<file path="config.mk">
export PLATFORM = sky130hd
export DESIGN_NAME = tsn_tx_queue_mux
export DESIGN_NICKNAME = d
export VERILOG_FILES = /design/src/rtl/tsn_tx_queue_mux.sv
export SDC_FILE = /design/constraint.sdc
export NUM_CORES = 1
export LEC_CHECK = 0
export BUFFER_PORTS_ARGS = -buffer_cell sky130_fd_sc_hd__buf_2
export CAP_MARGIN = 20
export CORE_MARGIN = 3
export CORE_UTILIZATION = 41
export CTS_BUF_LIST = sky130_fd_sc_hd__clkbuf_8
export DETAILED_ROUTE_END_ITERATION = 10
export PLACE_DENSITY_LB_ADDON = 0.3
export SLEW_MARGIN = 20
export SYNTH_ARGS = -nofsm -noshare
export SYNTH_HDL_FRONTEND = slang
export SYNTH_SLANG_ARGS = --single-unit
export TNS_END_PERCENT = 10
</file>
<file path="constraint.sdc">
create_clock -name tx_mac_aclk -period 2.2 [get_ports tx_mac_aclk]
set_input_delay 0.55 -clock tx_mac_aclk [delete_from_list [all_inputs] [get_ports tx_mac_aclk]]
set_output_delay 0.55 -clock tx_mac_aclk [all_outputs]
set_load 0.03 [all_outputs]
</file>
<file path="src/rtl/tsn_tx_queue_mux.sv">
`default_nettype none
// ============================================================================
//  Module   : tsn_tx_queue_mux
//  Purpose  : Gate-controlled strict-priority merge of NUM_QUEUES byte-wide
//             AXI-Stream TX queues into the MAC TX client. Oversized frames
//             are truncated and flagged. Optional statistics are enabled by
//             defining TSN_TX_MUX_STATS_EN.
//  Revision : 1.0 - initial release
// ============================================================================
module tsn_tx_queue_mux #(
  parameter int NUM_QUEUES      = 4,
  parameter int MAX_FRAME_BYTES = 1522,
  parameter int CNT_W           = 32
) (
  input  logic                          tx_mac_aclk,
  input  logic                          tx_mac_resetn,
  input  logic [8*NUM_QUEUES-1:0]       s_axis_tdata,
  input  logic [NUM_QUEUES-1:0]         s_axis_tvalid,
  input  logic [NUM_QUEUES-1:0]         s_axis_tlast,
  output logic [NUM_QUEUES-1:0]         s_axis_tready,
  input  logic [NUM_QUEUES-1:0]         gate_open,
  output logic [7:0]                    m_axis_tdata,
  output logic                          m_axis_tvalid,
  output logic                          m_axis_tlast,
  output logic                          m_axis_tuser,
  input  logic                          m_axis_tready,
  output logic [$clog2(NUM_QUEUES)-1:0] active_queue,
  output logic                          busy,
  output logic [CNT_W*NUM_QUEUES-1:0]   frame_count,
  output logic [CNT_W-1:0]              trunc_count
);

  localparam int QW  = $clog2(NUM_QUEUES);
  localparam int BCW = $clog2(MAX_FRAME_BYTES + 2);

  localparam logic [1:0] c_ST_IDLE  = 2'd0;
  localparam logic [1:0] c_ST_XFER  = 2'd1;
  localparam logic [1:0] c_ST_DRAIN = 2'd2;

  logic [1:0]            r_state;
  logic [1:0]            w_state_next;
  logic [QW-1:0]         r_active_queue;
  logic [BCW-1:0]        r_byte_cnt;
  logic [7:0]            r_tdata;
  logic                  r_tvalid;
  logic                  r_tlast;
  logic                  r_tuser;

  logic [NUM_QUEUES-1:0] w_cand;
  logic [QW-1:0]         w_winner;
  logic                  w_any_cand;
  logic                  w_sel_valid;
  logic                  w_sel_last;
  logic [7:0]            w_sel_data;
  logic                  w_out_ready;
  logic                  w_src_ready;
  logic                  w_accept;
  logic                  w_load;
  logic                  w_trunc;
  logic [NUM_QUEUES-1:0] w_ready_vec;

  assign w_cand     = s_axis_tvalid & gate_open;
  assign w_any_cand = |w_cand;

  // Highest index wins: later iterations override earlier ones.
  always_comb begin
    w_winner = '0;
    for (int q = 0; q < NUM_QUEUES; q++) begin
      if (w_cand[q]) w_winner = QW'(q);
    end
  end

  assign w_sel_valid = s_axis_tvalid[r_active_queue];
  assign w_sel_last  = s_axis_tlast[r_active_queue];
  assign w_sel_data  = s_axis_tdata[8*r_active_queue +: 8];
  assign w_out_ready = !r_tvalid || m_axis_tready;
  assign w_accept    = w_src_ready && w_sel_valid;
  assign w_load      = (r_state == c_ST_XFER) && w_accept;
  // Byte MAX+1 without tlast is cut short; a tlast there is still a good frame.
  assign w_trunc     = w_load && !w_sel_last &&
                       (r_byte_cnt == BCW'(MAX_FRAME_BYTES));

  always_ff @(posedge tx_mac_aclk or negedge tx_mac_resetn) begin
    if (!tx_mac_resetn) r_state <= c_ST_IDLE;
    else                r_state <= w_state_next;
  end

  always_comb begin
    w_state_next = r_state;
    case (r_state)
      c_ST_IDLE: begin
        if (w_any_cand) w_state_next = c_ST_XFER;
      end
      c_ST_XFER: begin
        if (w_accept && w_sel_last) w_state_next = c_ST_IDLE;
        else if (w_trunc)           w_state_next = c_ST_DRAIN;
      end
      c_ST_DRAIN: begin
        if (w_accept && w_sel_last) w_state_next = c_ST_IDLE;
      end
      default: w_state_next = c_ST_IDLE;
    endcase
  end

  always_comb begin
    w_src_ready = 1'b0;
    case (r_state)
      c_ST_XFER:  w_src_ready = w_out_ready;
      c_ST_DRAIN: w_src_ready = 1'b1;
      default:    w_src_ready = 1'b0;
    endcase
    w_ready_vec = '0;
    w_ready_vec[r_active_queue] = w_src_ready;
  end

  assign s_axis_tready = w_ready_vec;
  assign busy          = (r_state != c_ST_IDLE);

  always_ff @(posedge tx_mac_aclk or negedge tx_mac_resetn) begin
    if (!tx_mac_resetn) begin
      r_active_queue <= '0;
      r_byte_cnt     <= '0;
      r_tdata        <= '0;
      r_tvalid       <= 1'b0;
      r_tlast        <= 1'b0;
      r_tuser        <= 1'b0;
    end else begin
      if ((r_state == c_ST_IDLE) && w_any_cand) begin
        r_active_queue <= w_winner;
        r_byte_cnt     <= '0;
      end else if (w_load) begin
        r_byte_cnt <= r_byte_cnt + BCW'(1);
      end
      if (w_load) begin
        r_tdata  <= w_sel_data;
        r_tlast  <= w_sel_last || w_trunc;
        r_tuser  <= w_trunc;
        r_tvalid <= 1'b1;
      end else if (m_axis_tready) begin
        r_tvalid <= 1'b0;
      end
    end
  end

  assign m_axis_tdata  = r_tdata;
  assign m_axis_tvalid = r_tvalid;
  assign m_axis_tlast  = r_tlast;
  assign m_axis_tuser  = r_tuser;
  assign active_queue  = r_active_queue;

`ifdef TSN_TX_MUX_STATS_EN
  // The output beat may outlive the grant, so its source queue travels with it.
  logic [QW-1:0]    r_out_queue;
  logic [CNT_W-1:0] r_trunc_count;
  logic             w_tlast_hs;

  assign w_tlast_hs = r_tvalid && m_axis_tready && r_tlast;

  always_ff @(posedge tx_mac_aclk or negedge tx_mac_resetn) begin
    if (!tx_mac_resetn) begin
      r_out_queue   <= '0;
      r_trunc_count <= '0;
    end else begin
      if (w_load)  r_out_queue   <= r_active_queue;
      if (w_trunc) r_trunc_count <= r_trunc_count + CNT_W'(1);
    end
  end

  for (genvar q = 0; q < NUM_QUEUES; q++) begin : g_frame_cnt
    logic [CNT_W-1:0] r_cnt;
    always_ff @(posedge tx_mac_aclk or negedge tx_mac_resetn) begin
      if (!tx_mac_resetn)                           r_cnt <= '0;
      else if (w_tlast_hs && (r_out_queue == QW'(q))) r_cnt <= r_cnt + CNT_W'(1);
    end
    assign frame_count[CNT_W*q +: CNT_W] = r_cnt;
  end

  assign trunc_count = r_trunc_count;
`else
  assign frame_count = '0;
  assign trunc_count = '0;
`endif

endmodule
`default_nettype wire

</file>
* After elaboration in Yosys (flattened, before gate mapping)
Index checks and enable logic that the tools add are counted.
** Word-level totals
- Bits in registers :: 26
- Bits of input ports :: 47
- Output and inout port bits :: 178
** Cells by class
- $add $sub $neg :: 1
- Magnitude comparators :: 2
- Equality and inequality tests :: 6
- Shift operators :: 1
- Mux-type cells :: 19
- Bitwise gates (word level) :: 2
- Reductions and logical operators :: 17
** Operators by type and width (number)
- variable part select 32 x 6 -> 8 bit :: 1
- two-way mux 11 bit :: 2
- two-way mux 2 bit :: 6
- adder 11 x 1 -> 11 bit, second input constant :: 1
- == test 11 bit, second input constant :: 1
- bitwise AND 4 bit :: 2
- logical AND 1 bit :: 7
- two-way mux 1 bit :: 6
- case mux 2 bit (3 select lines) :: 1
- nonzero test 2 bit :: 3
- binary-select mux 1 bit (select 2 bit) :: 2
- inequality test 2 bit, second input constant :: 2
- OR reduction 4 bit :: 1
- less-than comparator 2 x 3 -> 1 bit, second input constant :: 1
- inequality test 3 x 2 -> 1 bit, second input constant :: 1
- AND reduction 3 bit :: 1
- demux 1 bit (select 2 bit) :: 1
- == test 2 x 1 -> 1 bit, second input constant :: 1
- == test 2 bit, second input constant :: 1
- greater-or-equal comparator 2 x 1 -> 1 bit, second input constant :: 1
- logical NOT 1 bit :: 2
- logical NOT 2 bit :: 1
- logical OR 1 bit :: 2
- case mux 1 bit (2 select lines) :: 1

* Depth between registers and ports, before layout
Gate-level depths: netlist of run 1.
- Depth in word-level cells :: 10
- Depth in mapped cells :: 9

* Worst setup path before layout of run 1
OpenSTA, ideal clock, no wires.
- Path kind :: flip-flop to output port
- From :: register r_state[1]
- To :: output port s_axis_tready[0]
- Data arrival time :: 1.911 ns
- Required time :: 1.650 ns
- Slack :: -0.261 ns
- Cell stages (with the launch flop) :: 6
- Cells stage by stage :: dfrtp_1 -> inv_1 -> ha_1 -> nand2_1 -> o21ai_1 -> nor3b_1
** On the way
- Cells in the longest elaborated chain, start to end :: 3
- Elaborated cells between the ends (all ways) :: 4
- Those cells by class :: eq/ne: 2; mux: 1; bitwise: 1
** RTL lines
- from (decl) :: RTL line 40 : logic [1:0] r_state;
- from (signal assigned) :: RTL line 84 : if (!tx_mac_resetn) r_state <= c_ST_IDLE;
- from (signal assigned) :: RTL line 85 : else r_state <= w_state_next;
- == test 2 bit / == test 2 x 1 -> 1 bit (equally long branches) :: RTL line 107 : case (r_state)
- case mux 1 bit (2 select lines) * :: RTL line 107
- bitwise AND 4 bit (no source line) *
- to (decl) :: RTL line 20 : output logic [NUM_QUEUES-1:0] s_axis_tready,
Every way passes the cells marked *; elsewhere a longest branch is shown, timed or not.

* Worst setup path in the final report of run 1
Same ends and word-level chain as after synthesis.

==> flow_summary.rst, run 1 <==
.. list-table::
   :header-rows: 1

   * - Metric
     - Value
   * - Outcome
     - finished with violations
   * - Failing checks
     - negative setup slack
   * - Fin Hold WS
     - about 270 ps
   * - Area overhead of the layout relative to synthesis
     - 0.536%
   * - Minimum setup slack among reg-to-reg paths
     - around 100 ps
   * - Number of maximum-capacitance violations
     - 0
   * - Critical Path Sink Type
     - primary output
   * - Number of pins exceeding their max-slew limit in the final report
     - 0
   * - Number of enable flip-flop cells after synthesis
     - 0
   * - Placed instance area
     - 0.00263 mm^2
   * - Number of placement rows
     - 29
   * - Required arrival time at the worst endpoint
     - between 1500 and 2000 ps
   * - H-tree Lvls
     - 1
   * - Leading register cell type out of synthesis
     - dfrtp_1
   * - Syn Inst Count
     - roughly 320
   * - IR drop worst, VDD
     - just under 0.8 mV
   * - Number of inserted diodes
     - 0
   * - Wirelength per Cell
     - between 10 and 15 um
   * - Layout cell share with drive strength beyond 1
     - 0.271
   * - Seq cells post-synth
     - 26
   * - Part of the Yosys area used for sequential elements
     - 0.232
   * - Capture point of the worst reg-to-reg path
     - r_state[0]$_DFFE_PN0P_
   * - Total via count in the routed design
     - 1882
   * - Largest net degree at the start of global routing
     - 27
   * - Iteration count of the initial detailed-routing pass
     - 4
   * - Path type of the worst setup path
     - register to primary output
   * - Clock tree from TritonCTS
     - yes
   * - Maximum number of buffers from clock root to sink
     - 2
   * - Count of nets after finishing
     - roughly 450
   * - Die width
     - between 80 and 90 um
   * - Initial core utilization
     - 0.431
   * - Routability Congestion
     - a little over 0.8
   * - Clk sinks
     - 26
   * - Class of the tightest hold or removal check
     - primary input to asynchronous set/reset pin
   * - Share of synthesized flip-flops with an asynchronous set or reset
     - 1.00
   * - Critical-path maximum fanout
     - 5
   * - Slew @ Worst Pin
     - approximately 600 ps
   * - Top achievable clock speed
     - between 400 and 500 MHz
   * - Mapped Avg Cell Area
     - 8.73 um^2
   * - Finished Cell Area
     - between 0.002 and 0.003 mm^2
   * - Clock period minus worst slack
     - ~2200 ps
   * - Height of the die
     - between 80 and 90 um
   * - Synthesis warning total
     - 0
   * - Worst Slack Setup Final
     - -18.6 ps
   * - Core Region
     - ~0.0065 mm^2
   * - Clock transition at path regs
     - 100 ps
   * - FILL cells
     - about 660
   * - Worst EP arrival
     - around 1700 ps
   * - Number of global-route vias before repair
     - between 1500 and 2000
   * - Post-detailed-route count of antenna-violating nets
     - 0
   * - Clock Skews
     - around 4.2 ps
   * - Post-synthesis instance area
     - between 0.002 and 0.003 mm^2
   * - Num CTS Buffers
     - 3
   * - Final Hold Violating Endpoints
     - 0
   * - Static power due to leakage
     - 1.57 nW
   * - Final setup violation count
     - 1
   * - Die area
     - 0.00786 mm^2
   * - Source-to-sink clock delay at the later pin of the worst-skew pair
     - between 200 and 300 ps
   * - Antenna violations before repair
     - 0
   * - First-pass GRT wire length
     - ~7500 um
   * - Number of DRC violations after detailed-routing iteration 0
     - just over 70
   * - Critical Path Start Type
     - register
   * - Total power
     - approximately 2.9 mW
   * - Crit Reg-Reg Startpoint
     - r_byte_cnt[3]$_DFFE_PN0P_
   * - I/O Pins
     - 225
   * - Portion of the clock cycle consumed by the worst path in the final layout
     - 1.01
   * - Slew HR
     - 0.602
   * - Number of DRC violations after detailed routing
     - 0
   * - Count of hold-fix buffers inserted at cts
     - 0
   * - Number of distinct library cell variants in the gate-level netlist after synthesis
     - 39
   * - Buffers on Ports
     - 64
   * - Global router's overall resource usage
     - 0.121
   * - RSZ-0062 raised after global routing
     - yes
   * - Overflow left after global routing
     - 0
   * - FF-to-FF path depth
     - 5
   * - Dpl hpwl
     - about 4600 um
   * - PD cells
     - 1030 mW/mm^2
   * - Clock root buffer
     - clkbuf_8
   * - Wire length reported by the detailed router
     - around 5500 um
   * - Via count normalized by instance count
     - 3.99
[critical path: stages, from the launching register on]
cell and delay [ps]:
dfrtp_1 380, inv_2 80, ha_4 270, nand2_2 50, o21ai_2 140, buf_6 130
nor3b_2 150, buf_4 190
[through the flow]
stage | cells | setup TNS (ps) | utilization | setup WS (ps)
after CTS | 470 | -11.2 | 0.427 | -11.2
after floorplan | 480 | 0 | - | 16.3
after global placement | 461 | 0 | 0.405 | 135
after global routing | 472 | -470 | 0.434 | -140
final | 472 | -18.6 | 0.434 | -18.6
after detailed placement | 461 | 0 | 0.405 | 107
[synth_stat cells, drive strengths merged, types with 3 or more instances]
master	instances	area share
or3	6	0.015
nand2	33	0.044
clkbuf	5	0.010
o21ai	6	0.011
nor2	9	0.012
buf	162	0.43
a21oi	10	0.019
ha	6	0.027
inv	7	0.0094
mux4	10	0.080
and3	3	0.0067
nand4	4	0.0089
nand3	9	0.016
o31ai	3	0.0080
dfrtp	26	0.23
[placed cells by master, fill, tap and decap left out, types with 2 or more instances in the layout]
cell and instances:
o21ai_0 5, inv_1 5, nand4_1 4, clkbuf_8 3
dfrtp_1 26, nor2_1 9, or4_1 2, buf_2 60
xnor2_1 2, buf_6 3, ha_1 3, nand2b_1 2
and3_1 3, or3_1 5, nand2_1 32, o31ai_1 3
inv_2 2, buf_4 15, nand3_1 8, conb_1 160
ha_4 2, mux4_2 10, a21oi_1 9
[kinds of logic (layout without fill, tap and decap cells)]
family                   after synthesis  after routing  share of synthesized area
buffers and inverters                174             89                      0.452
AND/OR/NAND/NOR                       74             74                      0.130
flip-flops                            26             26                      0.232
AO/OA/AOI/OAI                         25             25                     0.0581
multiplexers                          12             12                     0.0898
adder cells (fa/ha/maj)                6              6                     0.0268
XOR/XNOR                               3              3                    0.00938
other                                  1            160                    0.00134
[state kept, by name (all words and copies together), names as in the netlist]
| register | cells |
|---|---|
| m_axis_tuser | 1 |
| m_axis_tvalid | 1 |
| active_queue | 2 |
| r_state | 2 |
| m_axis_tdata | 8 |
| m_axis_tlast | 1 |
| r_byte_cnt | 11 |
[worst max path at each step]
stage                                 to  slack [ps]  cells after the start                   startpoint
2_1_floorplan           s_axis_tready[1]          20                      4  active_queue[0]$_DFFE_PN0P_
3_3_place_gp      r_state[0]$_DFFE_PN0P_         130                      5    r_byte_cnt[3]$_DFFE_PN0P_
3_5_place_dp   r_byte_cnt[2]$_DFFE_PN0P_         110                      8       r_state[1]$_DFFE_PN0P_
4_1_cts                 s_axis_tready[0]         -10                      7       r_state[1]$_DFFE_PN0P_
5_1_grt                 s_axis_tready[0]        -140                      7       r_state[1]$_DFFE_PN0P_
6_report                s_axis_tready[0]         -20                      7       r_state[1]$_DFFE_PN0P_
[per-layer routing]
metal / global-route usage / vias up / wire length (um)
met5: 0 / - / 0
met4: 0.0247 / 0 / 39
met3: 0.0214 / 2 / 582
met2: 0.187 / 133 / 2740
met1: 0.178 / 860 / 2180
li1: - / 887 / -
[what timing repair did]
item | 4_1_cts | 5_1_grt
endpoints found under the setup margin | 4 | 7
gates resized for setup | 11 | 5
setup buffers | 5 | 2
pin swaps | 1 | 2
[layout make-up]
cell class                 count  area (um^2)  share of cell area
tap                           77         96.3              0.0342
clock inverter                 1         30.0              0.0107
inverter                       7         26.3             0.00933
sequential                    26          651               0.231
multi-input combinational    280         1530               0.542
timing repair buffer          78          447               0.159
clock buffer                   3         41.3              0.0147
[where the power goes]
group | internal (mW) | leakage, nW | switching, mW | total, mW
sequential | 0.600 | 0.343 | 0.0805 | 0.680
clock | 0.244 | 0.0357 | 0.162 | 0.406
combinational | 0.611 | 1.19 | 1.19 | 1.80
(Power assumes the default switching activity.)
==> inputs of run 2 (changes only) <==
- BUFFER_PORTS_ARGS: -buffer_cell sky130_fd_sc_hd__buf_2 -> default
- CORE_AREA: default -> 3 3 86 88
- CORE_MARGIN: 3 -> default
- CORE_UTILIZATION: 41 -> default
- DIE_AREA: default -> 0 0 89 91
- DONT_BUFFER_PORTS: default -> 1
- REMOVE_ABC_BUFFERS: default -> 1
==> run 2 against run 1 <==
The run still ends with negative setup slack left. Critical path type unchanged. Via count down 11%. Die area increased by 3.0%. Critical path depth stayed put. Flip-flop and latch count unchanged. Critical endpoint unchanged.
==> flow_summary.rst, run 2 (synthesized netlist as in run 1, its figures left out) <==
.. list-table::
   :header-rows: 1

   * - Metric
     - Value
   * - Wire length reported by the detailed router
     - 4980 um (was 5540 um)
   * - Outcome
     - finished with violations (unchanged)
   * - Footprint of the multi-input gates
     - 0.00153 mm^2 (about the same)
   * - Path type of the worst setup path
     - register to primary output (unchanged)
   * - Post-route setup TNS
     - -59.1 ps (was -18.6 ps)
   * - Worst EP arrival
     - 1700 ps (was 1670 ps)
   * - Iteration count of the initial detailed-routing pass
     - 4 (unchanged)
   * - Clock root buffer
     - clkbuf_8 (unchanged)
   * - Overflow left after global routing
     - 0 (unchanged)
   * - Post-detailed-route count of antenna-violating nets
     - 0 (unchanged)
   * - Portion of the clock cycle consumed by the worst path in the final layout
     - 1.02 (was 1.01)
   * - Die width
     - 89 um (was 88.7 um)
   * - Final setup violation count
     - 3 (was 1)
   * - Largest net degree at the start of global routing
     - 27 (unchanged)
   * - Number of inserted diodes
     - 0 (unchanged)
   * - Total power
     - 2.79 mW (was 2.89 mW)
   * - Core Region
     - 0.00672 mm^2 (was 0.00649 mm^2)
   * - Required arrival time at the worst endpoint
     - 1650 ps (about the same)
   * - Layout cell share with drive strength beyond 1
     - 0.140 (was 0.271)
   * - IR drop worst, VDD
     - 0.732 mV (was 0.774 mV)
   * - First-pass GRT wire length
     - 7170 um (was 7510 um)
   * - Global router's overall resource usage
     - 0.110 (was 0.121)
   * - Clock transition at path regs
     - 100 ps (about the same)
   * - Final Hold Violating Endpoints
     - 0 (unchanged)
   * - Critical Path Sink Type
     - primary output (unchanged)
   * - FILL cells
     - 682 (was 657)
   * - Most flops, register
     - r_byte_cnt (unchanged)
   * - Number of global-route vias before repair
     - 1453 (was 1508)
   * - Class of the tightest hold or removal check
     - primary input to asynchronous set/reset pin (unchanged)
   * - Switching fraction of total power
     - 0.500 (was 0.497)
   * - Height of the die
     - 91 um (was 88.7 um)
   * - Switching component of the power
     - 1.39 mW (was 1.44 mW)
   * - Clock period minus worst slack
     - 2250 ps (was 2220 ps)
   * - Number of pins exceeding their max-slew limit in the final report
     - 0 (unchanged)
   * - Clock Skews
     - 4.74 ps (was 4.19 ps)
   * - Clock network fraction of design power
     - 0.145 (was 0.140)
   * - Worst Slack Setup Final
     - -45.3 ps (was -18.6 ps)
   * - Initial core utilization
     - 0.417 (was 0.431)
   * - Static power due to leakage
     - 1.34 nW (was 1.57 nW)
   * - Via count normalized by instance count
     - 4.00 (was 3.99)
   * - Failing checks
     - negative setup slack (unchanged)
   * - Number of DRC violations after detailed routing
     - 0 (unchanged)
   * - Dpl hpwl
     - 4010 um (was 4610 um)
   * - Top achievable clock speed
     - 445 MHz (was 451 MHz)
   * - Buffers on Ports
     - 0 (was 64)
   * - Internal power contribution
     - 1.39 mW (was 1.45 mW)
   * - Area overhead of the layout relative to synthesis
     - -9.07% (was 0.536%)
   * - Total via count in the routed design
     - 1666 (was 1882)
   * - Count of nets after finishing
     - 390 (was 449)
   * - Commonest non-fill, non-tap cells in the layout
     - conb_1, nand2_1, dfrtp_1, buf_4, mux4_2 (was conb_1, buf_2, nand2_1, dfrtp_1, buf_4)
   * - Wirelength per Cell
     - 12.0 um (was 11.7 um)
   * - Die area
     - 0.00810 mm^2 (was 0.00786 mm^2)
   * - Max FFs per register
     - 11 (unchanged)
   * - Most frequent standard cell in the layout excluding fill and tap cells
     - conb_1 (unchanged)
   * - H-tree Lvls
     - 1 (unchanged)
   * - Clock tree from TritonCTS
     - yes (unchanged)
   * - RSZ-0062 raised after global routing
     - yes (unchanged)
   * - Source-to-sink clock delay at the later pin of the worst-skew pair
     - 270 ps (about the same)
   * - PD cells
     - 1090 mW/mm^2 (was 1030 mW/mm^2)
   * - Number of DRC violations after detailed-routing iteration 0
     - 55 (was 72)
   * - Fin Hold WS
     - 76.5 ps (was 265 ps)
   * - Routability Congestion
     - 0.755 (was 0.827)
   * - Post-placement worst setup slack
     - 131 ps (was 107 ps)
   * - Maximum number of buffers from clock root to sink
     - 2 (unchanged)
   * - I/O Pins
     - 225 (unchanged)
   * - Number of placement rows
     - 30 (was 29)
   * - Comb power frac
     - 0.553 (was 0.624)
   * - Clk sinks
     - 26 (unchanged)
   * - Sequential fraction of design power
     - 0.302 (was 0.235)
   * - Critical Path Start Type
     - register (unchanged)
   * - Num CTS Buffers
     - 3 (unchanged)
   * - Number of maximum-capacitance violations
     - 0 (unchanged)
   * - FF+latch area
     - 651 um^2 (unchanged)
   * - Critical-path maximum fanout
     - 5 (unchanged)
   * - Antenna violations before repair
     - 0 (unchanged)
## run 2: through the flow
stage,util,cell area [um^2],instances
3_5_place_dp,0.351,2360,406
5_1_grt,0.379,2550,416
6_report,0.379,2550,416
3_3_place_gp,0.351,2360,406
4_1_cts,0.375,2520,416
2_1_floorplan,-,2160,313
## run 2: path summary, 6_finish.rpt
kind | start | to | slack (ps) | cells after the start
worst max-delay path | r_state[0]$_DFFE_PN0P_ | s_axis_tready[0] | -50 | 7
worst min-delay path | tx_mac_resetn | m_axis_tuser$_DFFE_PN0P_ | 80 | 1
worst max register to register | r_byte_cnt[3]$_DFFE_PN0P_ | r_state[0]$_DFFE_PN0P_ | 110 | 5
worst min register to register | r_byte_cnt[1]$_DFFE_PN0P_ | r_byte_cnt[1]$_DFFE_PN0P_ | 570 | 2
max in group asynchronous | tx_mac_resetn | r_byte_cnt[0]$_DFFE_PN0P_ | 1970 | 1
min in group tx_mac_aclk | gate_open[3] | active_queue[0]$_DFFE_PN0P_ | 470 | 2
## run 2: what timing repair did
item	in CTS	in global routing
endpoints found under the hold margin	26	0
endpoints found under the setup margin	4	6
buffers inserted	5	0
gates resized for setup	10	5
hold buffers	1	0
gates cloned	0	0
pin swaps	2	2
## run 2: worst max-delay path: stages, from the launching register on
cell and delay (ps):
dfrtp_1 390, inv_2 80, ha_4 290, nand2_4 50, o21ai_4 140, buf_6 130
nor3b_4 190, buf_6 150
## run 2: cell type report
type                       count  area share
multi-input combinational    280       0.600
clock buffer                   3      0.0162
inverter                       7      0.0103
sequential                    26       0.255
clock inverter                 1      0.0118
tap                           80      0.0393
timing repair buffer          19      0.0668
## run 2: per-layer routing
metal,routed length [um],global-route usage
met2,2600,0.182
met5,0,0
met1,1840,0.145
met4,44,0.0298
met3,499,0.0209
## run 2: power groups by stage
stage,Combinational (mW),Sequential (mW),Clock (mW)
after floorplan,0.981,0.948,0
after global placement,1.36,0.857,0
after detailed placement,1.37,0.859,0
after CTS,1.48,0.848,0.416
after global routing,1.68,0.861,0.432
final,1.54,0.841,0.405
